--- config.mk ---
export PLATFORM = sky130hd
export DESIGN_NAME = stage_sequencer_flat
export DESIGN_NICKNAME = d
export VERILOG_FILES = /design/src/rtl/stage_sequencer_if.sv /design/src/rtl/stage_sequencer.sv /design/src/flat_wrapper.sv
export SDC_FILE = /design/constraint.sdc
export NUM_CORES = 1
export LEC_CHECK = 0
export ABC_AREA = 1
export CORE_AREA = 2 2 66 68
export DETAILED_ROUTE_END_ITERATION = 10
export DIE_AREA = 0 0 68 70
export GPL_TIMING_DRIVEN = 0
export PLACE_DENSITY_LB_ADDON = 0.1
export SETUP_SLACK_MARGIN = 0.2
export SLEW_MARGIN = 20
export SYNTH_ARGS = -nofsm -noshare
export SYNTH_HDL_FRONTEND = slang
export SYNTH_SLANG_ARGS = --single-unit
--- constraint.sdc ---
create_clock -name clk -period 1.57 [get_ports clk]
set_clock_uncertainty 0.2 [all_clocks]
set_input_delay 0.314 -clock clk [delete_from_list [all_inputs] [get_ports clk]]
set_output_delay 0.314 -clock clk [all_outputs]
set_load 0.01 [all_outputs]
--- src/rtl/stage_sequencer_if.sv ---
// Control/status bundle between the stage sequencer and its controlling FSM.
// The controller drives the master side; the sequencer sits on the slave side.
interface stage_sequencer_if #(
  parameter int unsigned NUM_STAGES = 6,
  parameter int unsigned DWELL_W    = 4,
  parameter int unsigned IDX_W      = $clog2(NUM_STAGES)
);
  logic                  start;
  logic                  advance;
  logic                  abort;
  logic                  loop_en;
  logic [DWELL_W-1:0]    dwell;
  logic [NUM_STAGES-1:0] stage;
  logic [IDX_W-1:0]      stage_idx;
  logic                  busy;
  logic                  done;
  logic                  wrap;

  modport master (
    output start, advance, abort, loop_en, dwell,
    input  stage, stage_idx, busy, done, wrap
  );

  modport slave (
    input  start, advance, abort, loop_en, dwell,
    output stage, stage_idx, busy, done, wrap
  );
endinterface

--- src/rtl/stage_sequencer.sv ---
// One-hot stage sequencer: walks a token through NUM_STAGES enables on qualified
// advance strobes, with per-stage dwell, optional looping and abort.
module stage_sequencer #(
  parameter int unsigned NUM_STAGES = 6,
  parameter int unsigned DWELL_W    = 4,
  parameter int unsigned IDX_W      = $clog2(NUM_STAGES)
) (
  input  logic               clk,
  input  logic               rst_n,
  stage_sequencer_if.slave   bus
);

  typedef enum logic [0:0] {StIdle, StRun} state_e;

  state_e                state_q, state_d;
  logic [NUM_STAGES-1:0] stage_q, stage_d;
  logic [IDX_W-1:0]      stage_idx_q, stage_idx_d;
  logic                  busy_q, busy_d;
  logic                  done_q, done_d;
  logic                  wrap_q, wrap_d;
  logic [DWELL_W-1:0]    cnt_q, cnt_d;
  logic [DWELL_W-1:0]    dwell_cap_q, dwell_cap_d;
  logic                  loop_cap_q, loop_cap_d;

  logic dwell_hit;
  logic last_stage;
  logic stage_exit;

  assign dwell_hit  = (cnt_q == dwell_cap_q);
  assign last_stage = stage_q[NUM_STAGES-1];
  assign stage_exit = (state_q == StRun) && bus.advance && dwell_hit;

  // State register
  always_ff @(posedge clk or negedge rst_n) begin
    if (!rst_n) begin
      state_q <= StIdle;
    end else begin
      state_q <= state_d;
    end
  end

  // Next-state logic; abort dominates everything
  always_comb begin
    state_d = state_q;
    unique case (state_q)
      StIdle: begin
        if (!bus.abort && bus.start) state_d = StRun;
      end
      StRun: begin
        if (bus.abort) begin
          state_d = StIdle;
        end else if (stage_exit && last_stage && !loop_cap_q) begin
          state_d = StIdle;
        end
      end
      default: state_d = StIdle;
    endcase
  end

  // Registered outputs and datapath next values
  always_comb begin
    stage_d     = stage_q;
    stage_idx_d = stage_idx_q;
    busy_d      = busy_q;
    done_d      = 1'b0;
    wrap_d      = 1'b0;
    cnt_d       = cnt_q;
    dwell_cap_d = dwell_cap_q;
    loop_cap_d  = loop_cap_q;

    if (bus.abort) begin
      stage_d     = '0;
      stage_idx_d = '0;
      busy_d      = 1'b0;
      cnt_d       = '0;
    end else begin
      unique case (state_q)
        StIdle: begin
          if (bus.start) begin
            dwell_cap_d = bus.dwell;
            loop_cap_d  = bus.loop_en;
            stage_d     = NUM_STAGES'(1);
            stage_idx_d = '0;
            busy_d      = 1'b1;
            cnt_d       = '0;
          end
        end
        StRun: begin
          if (bus.advance) begin
            if (!dwell_hit) begin
              cnt_d = cnt_q + DWELL_W'(1);
            end else begin
              cnt_d = '0;
              if (!last_stage) begin
                stage_d     = {stage_q[NUM_STAGES-2:0], 1'b0};
                stage_idx_d = stage_idx_q + IDX_W'(1);
              end else if (loop_cap_q) begin
                stage_d     = NUM_STAGES'(1);
                stage_idx_d = '0;
                wrap_d      = 1'b1;
              end else begin
                stage_d     = '0;
                stage_idx_d = '0;
                busy_d      = 1'b0;
                done_d      = 1'b1;
              end
            end
          end
        end
        default: begin
          stage_d     = '0;
          stage_idx_d = '0;
          busy_d      = 1'b0;
          cnt_d       = '0;
        end
      endcase
    end
  end

  always_ff @(posedge clk or negedge rst_n) begin
    if (!rst_n) begin
      stage_q     <= '0;
      stage_idx_q <= '0;
      busy_q      <= 1'b0;
      done_q      <= 1'b0;
      wrap_q      <= 1'b0;
      cnt_q       <= '0;
      dwell_cap_q <= '0;
      loop_cap_q  <= 1'b0;
    end else begin
      stage_q     <= stage_d;
      stage_idx_q <= stage_idx_d;
      busy_q      <= busy_d;
      done_q      <= done_d;
      wrap_q      <= wrap_d;
      cnt_q       <= cnt_d;
      dwell_cap_q <= dwell_cap_d;
      loop_cap_q  <= loop_cap_d;
    end
  end

  assign bus.stage     = stage_q;
  assign bus.stage_idx = stage_idx_q;
  assign bus.busy      = busy_q;
  assign bus.done      = done_q;
  assign bus.wrap      = wrap_q;

endmodule

--- src/flat_wrapper.sv ---
// flat-port wrapper written by rule: the top's interface ports become plain ports
module stage_sequencer_flat 
#(
  parameter int unsigned NUM_STAGES = 6,
  parameter int unsigned DWELL_W    = 4,
  parameter int unsigned IDX_W      = $clog2(NUM_STAGES)
)
  (clk, rst_n, bus_start, bus_advance, bus_abort, bus_loop_en, bus_dwell, bus_stage, bus_stage_idx, bus_busy, bus_done, bus_wrap);
  stage_sequencer_if #(.NUM_STAGES(NUM_STAGES), .DWELL_W(DWELL_W), .IDX_W(IDX_W)) bus_i ();
  input  logic clk;
  input  logic rst_n;
  input wire logic [$bits(bus_i.start)-1:0] bus_start;
  input wire logic [$bits(bus_i.advance)-1:0] bus_advance;
  input wire logic [$bits(bus_i.abort)-1:0] bus_abort;
  input wire logic [$bits(bus_i.loop_en)-1:0] bus_loop_en;
  input wire logic [$bits(bus_i.dwell)-1:0] bus_dwell;
  output wire logic [$bits(bus_i.stage)-1:0] bus_stage;
  output wire logic [$bits(bus_i.stage_idx)-1:0] bus_stage_idx;
  output wire logic [$bits(bus_i.busy)-1:0] bus_busy;
  output wire logic [$bits(bus_i.done)-1:0] bus_done;
  output wire logic [$bits(bus_i.wrap)-1:0] bus_wrap;
  assign bus_i.start = bus_start;
  assign bus_i.advance = bus_advance;
  assign bus_i.abort = bus_abort;
  assign bus_i.loop_en = bus_loop_en;
  assign bus_i.dwell = bus_dwell;
  assign bus_stage = bus_i.stage;
  assign bus_stage_idx = bus_i.stage_idx;
  assign bus_busy = bus_i.busy;
  assign bus_done = bus_i.done;
  assign bus_wrap = bus_i.wrap;
  stage_sequencer #(.NUM_STAGES(NUM_STAGES), .DWELL_W(DWELL_W), .IDX_W(IDX_W)) u_core (.clk(clk), .rst_n(rst_n), .bus(bus_i));
endmodule
# == Word-level counts from Yosys, hierarchy flattened ==
# Cells that the tools add are included.
# op_classes
shifts,0
eq_ne,6
n_mux,41
n_addsub,2
n_reduce_logical,11
div_mod_pow,0
magnitude_cmp,0
bitwise,2
multipliers,0
# op_table
cell,count
2-to-1 mux 6 bit,5
2-to-1 mux 1 bit,22
2-to-1 mux 4 bit,4
2-to-1 mux 3 bit,5
!= test 3 bit (second input constant),5
one-hot mux 6 bit (2 select lines),1
one-hot mux 4 bit (2 select lines),1
one-hot mux 3 bit (2 select lines),1
AND reduction 3 bit,2
logical AND 1 bit,5
AND reduction 5 bit,1
adder 4 x 1 -> 4 bit (second input constant),1
== test 4 bit,1
one-hot mux 1 bit (2 select lines),2
adder 3 x 1 -> 3 bit (second input constant),1
zero test 1 bit,2
NOT 1 bit,2
AND reduction 2 bit,1
# word_totals
output_inout_bits,12
word_cells,71
in_bits,10
n_memories,0
ff_bits,22
latch_bits,0
ram_bits,0
romBits,0

# == Logic depth before layout (Yosys ltp) ==
# Gate-level depths: netlist of the first run.
# logic_depth
ltp_word,7
depth_mapped,9
mapped_depth_nobuf,9

# == Worst setup path before layout of the first run ==
# OpenSTA, ideal clock, no wires.
# synth_timing
path_type,reg-to-reg
start,register u_core.state_q
end,register u_core.stage_q[5] (netlist: u_core.bus.stage[5])
arrival_time_ns,1.137
synth_period_minus_slack_ns,1.453
slack_ns,0.117
t_required_ns,1.253
path_buffers,2
setup_time_ns,0.117
path_stages_with_launch,9
cell_sequence,dfrtp_1 > inv_2 > nor2_4 > nand2_2 > and2_4 > buf_6 > buf_8 > nand3_1 > nand2_1
# synth_via
elab_chain_cells,3
word_cells_on_any_way,7
classes_between,eq/ne: 3; mux: 2; bitwise: 1; reduce/logical: 1
# synth_rtl
element,line_no,rtl
start: declaration,stage_sequencer.sv:15,"state_e state_q, state_d;"
start signal: assignment,stage_sequencer.sv:36,state_q <= StIdle;
start signal: assignment,stage_sequencer.sv:38,state_q <= state_d;
NOT 1 bit (no line),--,
!= test 3 bit (no line) / one-hot mux 6 bit (2 select lines) (equally long branches),--,
AND reduction 3 bit (no line) / 2-to-1 mux 6 bit (equally long branches),--,
end signal: assignment,stage_sequencer.sv:131,stage_q <= stage_d;
end: declaration,stage_sequencer.sv:16,"logic [NUM_STAGES-1:0] stage_q, stage_d;"
# Parallel ways exist; a longest one is shown, timed or not.
# A chain may end at the register's enable or synchronous reset.

# == Worst setup path after layout of the first run ==
# Same ends and word-level chain as after synthesis.

==> results.py, run 1 <==
metrics = {
    "outcome": {
        "status": "finished, final reports clean",
    },
    "setup_path": {
        "worstPathMaxFanout": 6,
        "crit_family": "flip-flops",
        "end_kind": "flop",
        "crit_chain": "inv_2 > nor2_4 > nand2_2 > and2_4 > buf_8 > buf_8 > nand2_8 > nand2_2 > nand2_1",
        "crit_slowest_cell": "dfrtp_1",
        "max_stage_delay_ns": 0.43,
        "worst_ep_arrival_time_ns": 1.49,
        "path_buf_inv": 3,
        "cp.required_ns": 1.53,
        "cp-start-kind": "flop",
        "setup.worst_path.class": "reg2reg",
    },
    "run": {
        "cap_viol_max_count": 0,
    },
    "place": {
        "dpl.hpwl_mm": 1.77,
        "portBuffers": 21,
        "routabilityCongestion": 0.779,
        "dpl_cell_area_um2": 1420,
    },
    "grt": {
        "grt_pass1_vias": 1175,
        "grt_usage": 0.145,
        "grt-ovfl-total": 0,
        "met3_usage": 0.0242,
        "grt_max_degree": 23,
        "grt.met2_usage": 0.233,
        "busiest_layer": "met2",
        "grt_pass1_wl_mm": 5.27,
        "gr-usage-met1": 0.186,
        "antenna_found_initial": 0,
    },
    "detailed_routing": {
        "wl_mm": 3.05,
        "drc": 0,
        "viasPerCell": 4.37,
        "wl_per_cell_um": 11.9,
        "ant_nets": 0,
        "drt_iter0_drc": 31,
        "vias": 1123,
        "drtPass1Iterations": 4,
    },
    "synthesis": {
        "synth_edf_count": 0,
        "synth_fp_nets": 157,
        "yosysMostFrequentCell": "nand2_1",
        "syn-instance-count": 145,
        "synth_fa_ha_area_frac": 0.0220,
        "synth_top_family_by_area": "simple AND/OR/NAND/NOR gates",
        "avgSynthCellArea_um2": 7.86,
        "synth.distinct_cells": 23,
        "yosysSeqAreaShare": 0.483,
        "synthTopCellsByArea": "dfrtp_1, nand2_1, nand3_1, inv_1, nor2_1",
        "synthSimpleGateAreaFrac": 0.321,
        "synth-xor-area-share": 0.00768,
        "synth_flop_cell": "dfrtp_1",
        "ys_warn_count": 0,
        "ys_ff_latch": 22,
        "yosys-top-cells-count": "nand2_1, dfrtp_1, inv_1, nand3_1, nor2_1",
        "synth_area_leader_cell": "dfrtp_1",
        "synth_top_area_frac": 0.483,
        "synth-compound-area-share": 0.0681,
        "muxShareOfSynthArea": 0,
        "syn_area_um2": 1140,
        "async_flop_share": 1.00,
    },
    "power": {
        "clkPwrFrac": 0.183,
        "power.switching_w": 0.00105,
        "cell_internal_pwr_w": 0.00188,
        "p_comb_frac": 0.535,
        "sequentialPowerShare": 0.282,
        "switching_share": 0.359,
        "p_total_w": 0.00293,
        "leakage_nw": 0.966,
        "power.density_nw_per_um2": 1570,
        "peakVddDrop_mv": 0.478,
    },
    "sta": {
        "finalCritPeriodShare": 0.971,
        "rsz0062_at_grt": "yes",
        "setup_violations": 0,
        "drv_slew": 0,
        "slew_headroom": 0.645,
        "hold_viol": 0,
        "whs_ns": 0.309,
        "period_needed_ns": 1.52,
        "max_freq_mhz": 656,
        "tightestPinTransition_ns": 0.532,
    },
    "die": {
        "die_w_um": 68,
        "start_util": 0.275,
        "io-pin-count": 22,
        "num_rows": 24,
        "fp.dieH_um": 70,
        "core-area_um2": 4140,
        "die_area_um2": 4760,
    },
    "clock_tree": {
        "max-clock-path-buffers": 2,
        "root_buffer": "clkbuf_8",
        "htreeDepth": 1,
        "cts_tree": "done",
        "clkLatencyLatePin_ns": 0.26,
        "cts_inserted_buffers": 3,
        "clock_sinks": 22,
        "clkTransAtPathRegs_ns": 0.09,
    },
    "finish": {
        "final_area_um2": 1860,
        "final_net_count": 218,
        "areaGrowthSynthToFinish_pct": 63.6,
        "n_antenna_cell": 0,
        "drive_above_1_share": 0.454,
        "postLayoutCoreUtil": 0.450,
    },
    "hold_path": {
        "holdCritPathClass": "reg2reg",
    },
}
==> power groups by stage <==
stage,registers (W),logic [W],clock network [W]
floorplan,0.000862,0.000561,0
global placement,0.000850,0.000874,0
detailed placement,0.000858,0.000874,0
CTS,0.000821,0.00136,0.000555
global route,0.000851,0.00174,0.000579
finish,0.000828,0.00157,0.000537
==> state kept, by name, indices dropped and copies added (netlist names) <==
signal	count
u_core.bus.busy	1
u_core.cnt_q	4
u_core.bus.wrap	1
u_core.loop_cap_q	1
u_core.bus.stage	6
u_core.state_q	1
u_core.dwell_cap_q	4
u_core.bus.stage_idx	3
u_core.bus.done	1
==> worst paths after layout <==
check                               startpoint                  end  slack [ns]  cells past startpoint
max                             u_core.state_q  u_core.bus.stage[5]        0.05                      9
min                        u_core.bus.stage[1]  u_core.bus.stage[1]        0.31                      2
max reg2reg                     u_core.state_q  u_core.bus.stage[5]        0.05                      9
min reg2reg                u_core.bus.stage[1]  u_core.bus.stage[1]        0.31                      2
max in group asynchronous                rst_n      u_core.cnt_q[1]        0.45                      2
min in group asynchronous                rst_n  u_core.bus.stage[5]        0.36                      2
==> metal layers <==
layer,up-vias,wire (um)
met5,-,0
met3,6,113
met2,18,1570
met1,527,1310
li1,572,-
met4,0,59
==> cells by family after synthesis <==
family	count (synthesis)
compound gates	12
xor+xnor	1
fa+ha+maj	2
buf+inv	24
flops	22
simple gates	84
==> worst register-to-register path: stages (launching register included) <==
cell,delay (ns)
dfrtp_1,0.43
inv_2,0.10
nor2_4,0.04
nand2_2,0.07
and2_4,0.15
buf_8,0.13
buf_8,0.14
nand2_8,0.07
nand2_2,0.06
nand2_1,0.05
==> layout make-up <==
cell class	instances	area, um^2
timing repair buffer	55	468
clock inverter	1	30.0
inverter	20	75.1
buffer	4	52.6
tap	52	65.1
sequential	22	551
fill	407	2280
clock buffer	3	41.3
multi-input combinational	100	582
==> repair_timing <==
item,4_1_cts,5_1_grt
pin swaps,7,14
setup endpoints to repair,56,24
gates resized for setup,71,17
hold buffers,0,1
cloned,2,1
hold endpoints to repair,0,22
setup buffers,27,4
==> cell usage in the layout (no fill, tap or decap), types with 2 or more instances in the layout <==
cell             netlist  layout
nand2_1               44      31
buf_4                  1      26
dfrtp_1               22      22
inv_1                 18      14
nand2_2                3      14
nand3_1               18      13
buf_2                  0      12
nor2_1                13      11
inv_2                  2       6
nand3_2                0       5
o21ai_0                5       5
clkdlybuf4s50_1        0       5
buf_8                  1       4
o21ai_2                3       3
clkbuf_8               0       3
dlygate4sd2_1          0       3
buf_6                  1       3
nor2_4                 1       2
nand2_4                0       2
a21oi_1                2       2
==> stage by stage <==
stage | TNS, ns | setup slack, ns | instances
final | 0 | 0.0461 | 257
after global routing | -0.308 | -0.0401 | 257
after floorplan | 0 | 0.117 | 145
after detailed placement | -15.23 | -0.484 | 218
after CTS | 0 | 0.0775 | 251
after global placement | -15.28 | -0.495 | 218
(Power assumes the default switching activity.)
==> run 2, diff against run 1 <==
--- a/config.mk
+++ b/config.mk
@@ -6,9 +6,9 @@
 export NUM_CORES = 1
 export LEC_CHECK = 0
 export ABC_AREA = 1
-export CORE_AREA = 2 2 66 68
+export CORE_AREA = 3 3 67 69
 export DETAILED_ROUTE_END_ITERATION = 10
-export DIE_AREA = 0 0 68 70
+export DIE_AREA = 0 0 70 72
 export GPL_TIMING_DRIVEN = 0
 export PLACE_DENSITY_LB_ADDON = 0.1
 export SETUP_SLACK_MARGIN = 0.2
==> run 2 against run 1 <==
Against the previous run:
- non-clock buffer count increased by 3
- worst hold slack improved by 0.040 ns
- clock power increased by 0.7%
- core utilization increased by 2.9 points
- combinational power increased by 3%
- register-to-register slack improved by 0.03 ns
==> results.py, run 2 (same netlist as run 1, synthesis figures left out) <==
metrics = {
    "setup_path": {
        "cp.required_ns": 1.53,
        "cp-start-kind": "flop",
        "setup.worst_path.class": "reg2reg",
        "worstPathMaxFanout": 6,
        "end_kind": "flop",
        "r2r_setup_slack_ns": 0.07,
        "worst_ep_arrival_time_ns": 1.46,
    },
    "sta": {
        "setup_violations": 0,
        "finalCritPeriodShare": 0.954,
        "hold_viol": 0,
        "rsz0062_at_grt": "yes",
        "slew_headroom": 0.654,
        "final.setup.tns_ns": 0,
        "drv_slew": 0,
        "period_needed_ns": 1.50,
        "setup_slack_ns": 0.0721,
        "max_freq_mhz": 668,
        "tightestPinTransition_ns": 0.519,
    },
    "finish": {
        "layout_common_cells": "nand2_1, buf_4, dfrtp_1",
        "largest_reg_flops": 6,
        "nFillCells": 404,
        "final_area_um2": 1900,
        "drive_above_1_share": 0.495,
        "final_common_cell": "nand2_1",
        "n_antenna_cell": 0,
        "areaGrowthSynthToFinish_pct": 67.0,
        "final_net_count": 221,
    },
    "grt": {
        "grt_usage": 0.130,
        "grt_pass1_vias": 1176,
        "antenna_found_initial": 0,
        "busiest_layer": "met2",
        "grt.met2_usage": 0.226,
        "met3_usage": 0.0249,
        "grt-ovfl-total": 0,
        "grt_max_degree": 23,
        "grt_pass1_wl_mm": 5.29,
        "gr-usage-met1": 0.168,
    },
    "detailed_routing": {
        "ant_nets": 0,
        "drt_iter0_drc": 56,
        "drtPass1Iterations": 4,
        "wl_mm": 3.17,
        "wl_per_cell_um": 12.3,
        "viasPerCell": 4.46,
        "vias": 1150,
        "drc": 0,
    },
    "power": {
        "p_total_w": 0.00298,
        "power.density_nw_per_um2": 1570,
        "peakVddDrop_mv": 0.659,
        "leakage_nw": 0.989,
    },
    "clock_tree": {
        "clkTransAtPathRegs_ns": 0.09,
        "clkLatencyLatePin_ns": 0.26,
        "cts_inserted_buffers": 3,
        "clock_sinks": 22,
        "root_buffer": "clkbuf_8",
        "htreeDepth": 1,
        "cts_tree": "done",
        "max-clock-path-buffers": 2,
    },
    "die": {
        "start_util": 0.287,
        "fp.dieH_um": 72,
        "core-area_um2": 3970,
        "die_area_um2": 5040,
        "num_rows": 23,
        "die_w_um": 70,
        "io-pin-count": 22,
    },
    "outcome": {
        "status": "finished, final reports clean",
    },
    "place": {
        "routabilityCongestion": 0.809,
        "dpl.hpwl_mm": 1.80,
        "dpl_cell_area_um2": 1420,
        "portBuffers": 21,
        "place_ws_ns": -0.492,
    },
    "run": {
        "cap_viol_max_count": 0,
    },
    "hold_path": {
        "holdCritPathClass": "in2async",
    },
}
run 2: layer usage:
metal / part of all wire / up-vias
met1: 0.45 / 552
met4: 0.0041 / 0
met3: 0.033 / 2
met2: 0.51 / 14
li1: - / 582
met5: 0 / -
run 2: path summary, 6_finish.rpt:
path,from,endpoint,cells after the start
worst max register to register,u_core.state_q,u_core.bus.stage[1],9
worst max-delay path,u_core.state_q,u_core.bus.stage[1],9
min in group clk,u_core.dwell_cap_q[2],u_core.dwell_cap_q[2],2
worst min register to register,u_core.dwell_cap_q[2],u_core.dwell_cap_q[2],2
max in group asynchronous,rst_n,u_core.bus.stage[1],2
worst min-delay path,rst_n,u_core.dwell_cap_q[3],2
run 2: critical path, stage by stage, from the launching register on:
cell and delay (ns):
dfrtp_1 0.41, inv_2 0.09, nor2_4 0.04, nand2_2 0.06, and2_4 0.14, buf_8 0.13, buf_6 0.14, nand2_8 0.07
nand2_4 0.07, nand2_2 0.04
run 2: per-stage QoR:
stage | cells | hold slack [ns] | utilization
3_3_place_gp | 216 | 0.286 | 0.357
6_report | 258 | 0.350 | 0.479
3_5_place_dp | 216 | 0.287 | 0.357
2_1_floorplan | 145 | -0.182 | -
4_1_cts | 255 | 0.176 | 0.461
5_1_grt | 258 | 0.376 | 0.479
run 2: area by class of cell:
cell class	instances	area, um^2	share of cell area
Multi-Input combinational cell	100	623	0.327
Sequential cell	22	551	0.289
Timing Repair Buffer	58	465	0.245
Inverter	20	75.1	0.0394
Tap cell	50	62.6	0.0329
Buffer	4	55.1	0.0289
Clock buffer	3	41.3	0.0217
Clock inverter	1	30.0	0.0158
run 2: what timing repair did:
item	in CTS	in global routing
buffers inserted	31	2
pin swaps	16	17
cloned	4	0
resized for setup	81	24
setup endpoints to repair	56	24
hold buffers	0	1
hold endpoints to repair	0	22
run 2: where the power goes:
part	total, W	switching, W	internal [W]
clock	0.000541	0.000201	0.000341
combinational	0.00162	0.000811	0.000814
sequential	0.000818	0.0000969	0.000721
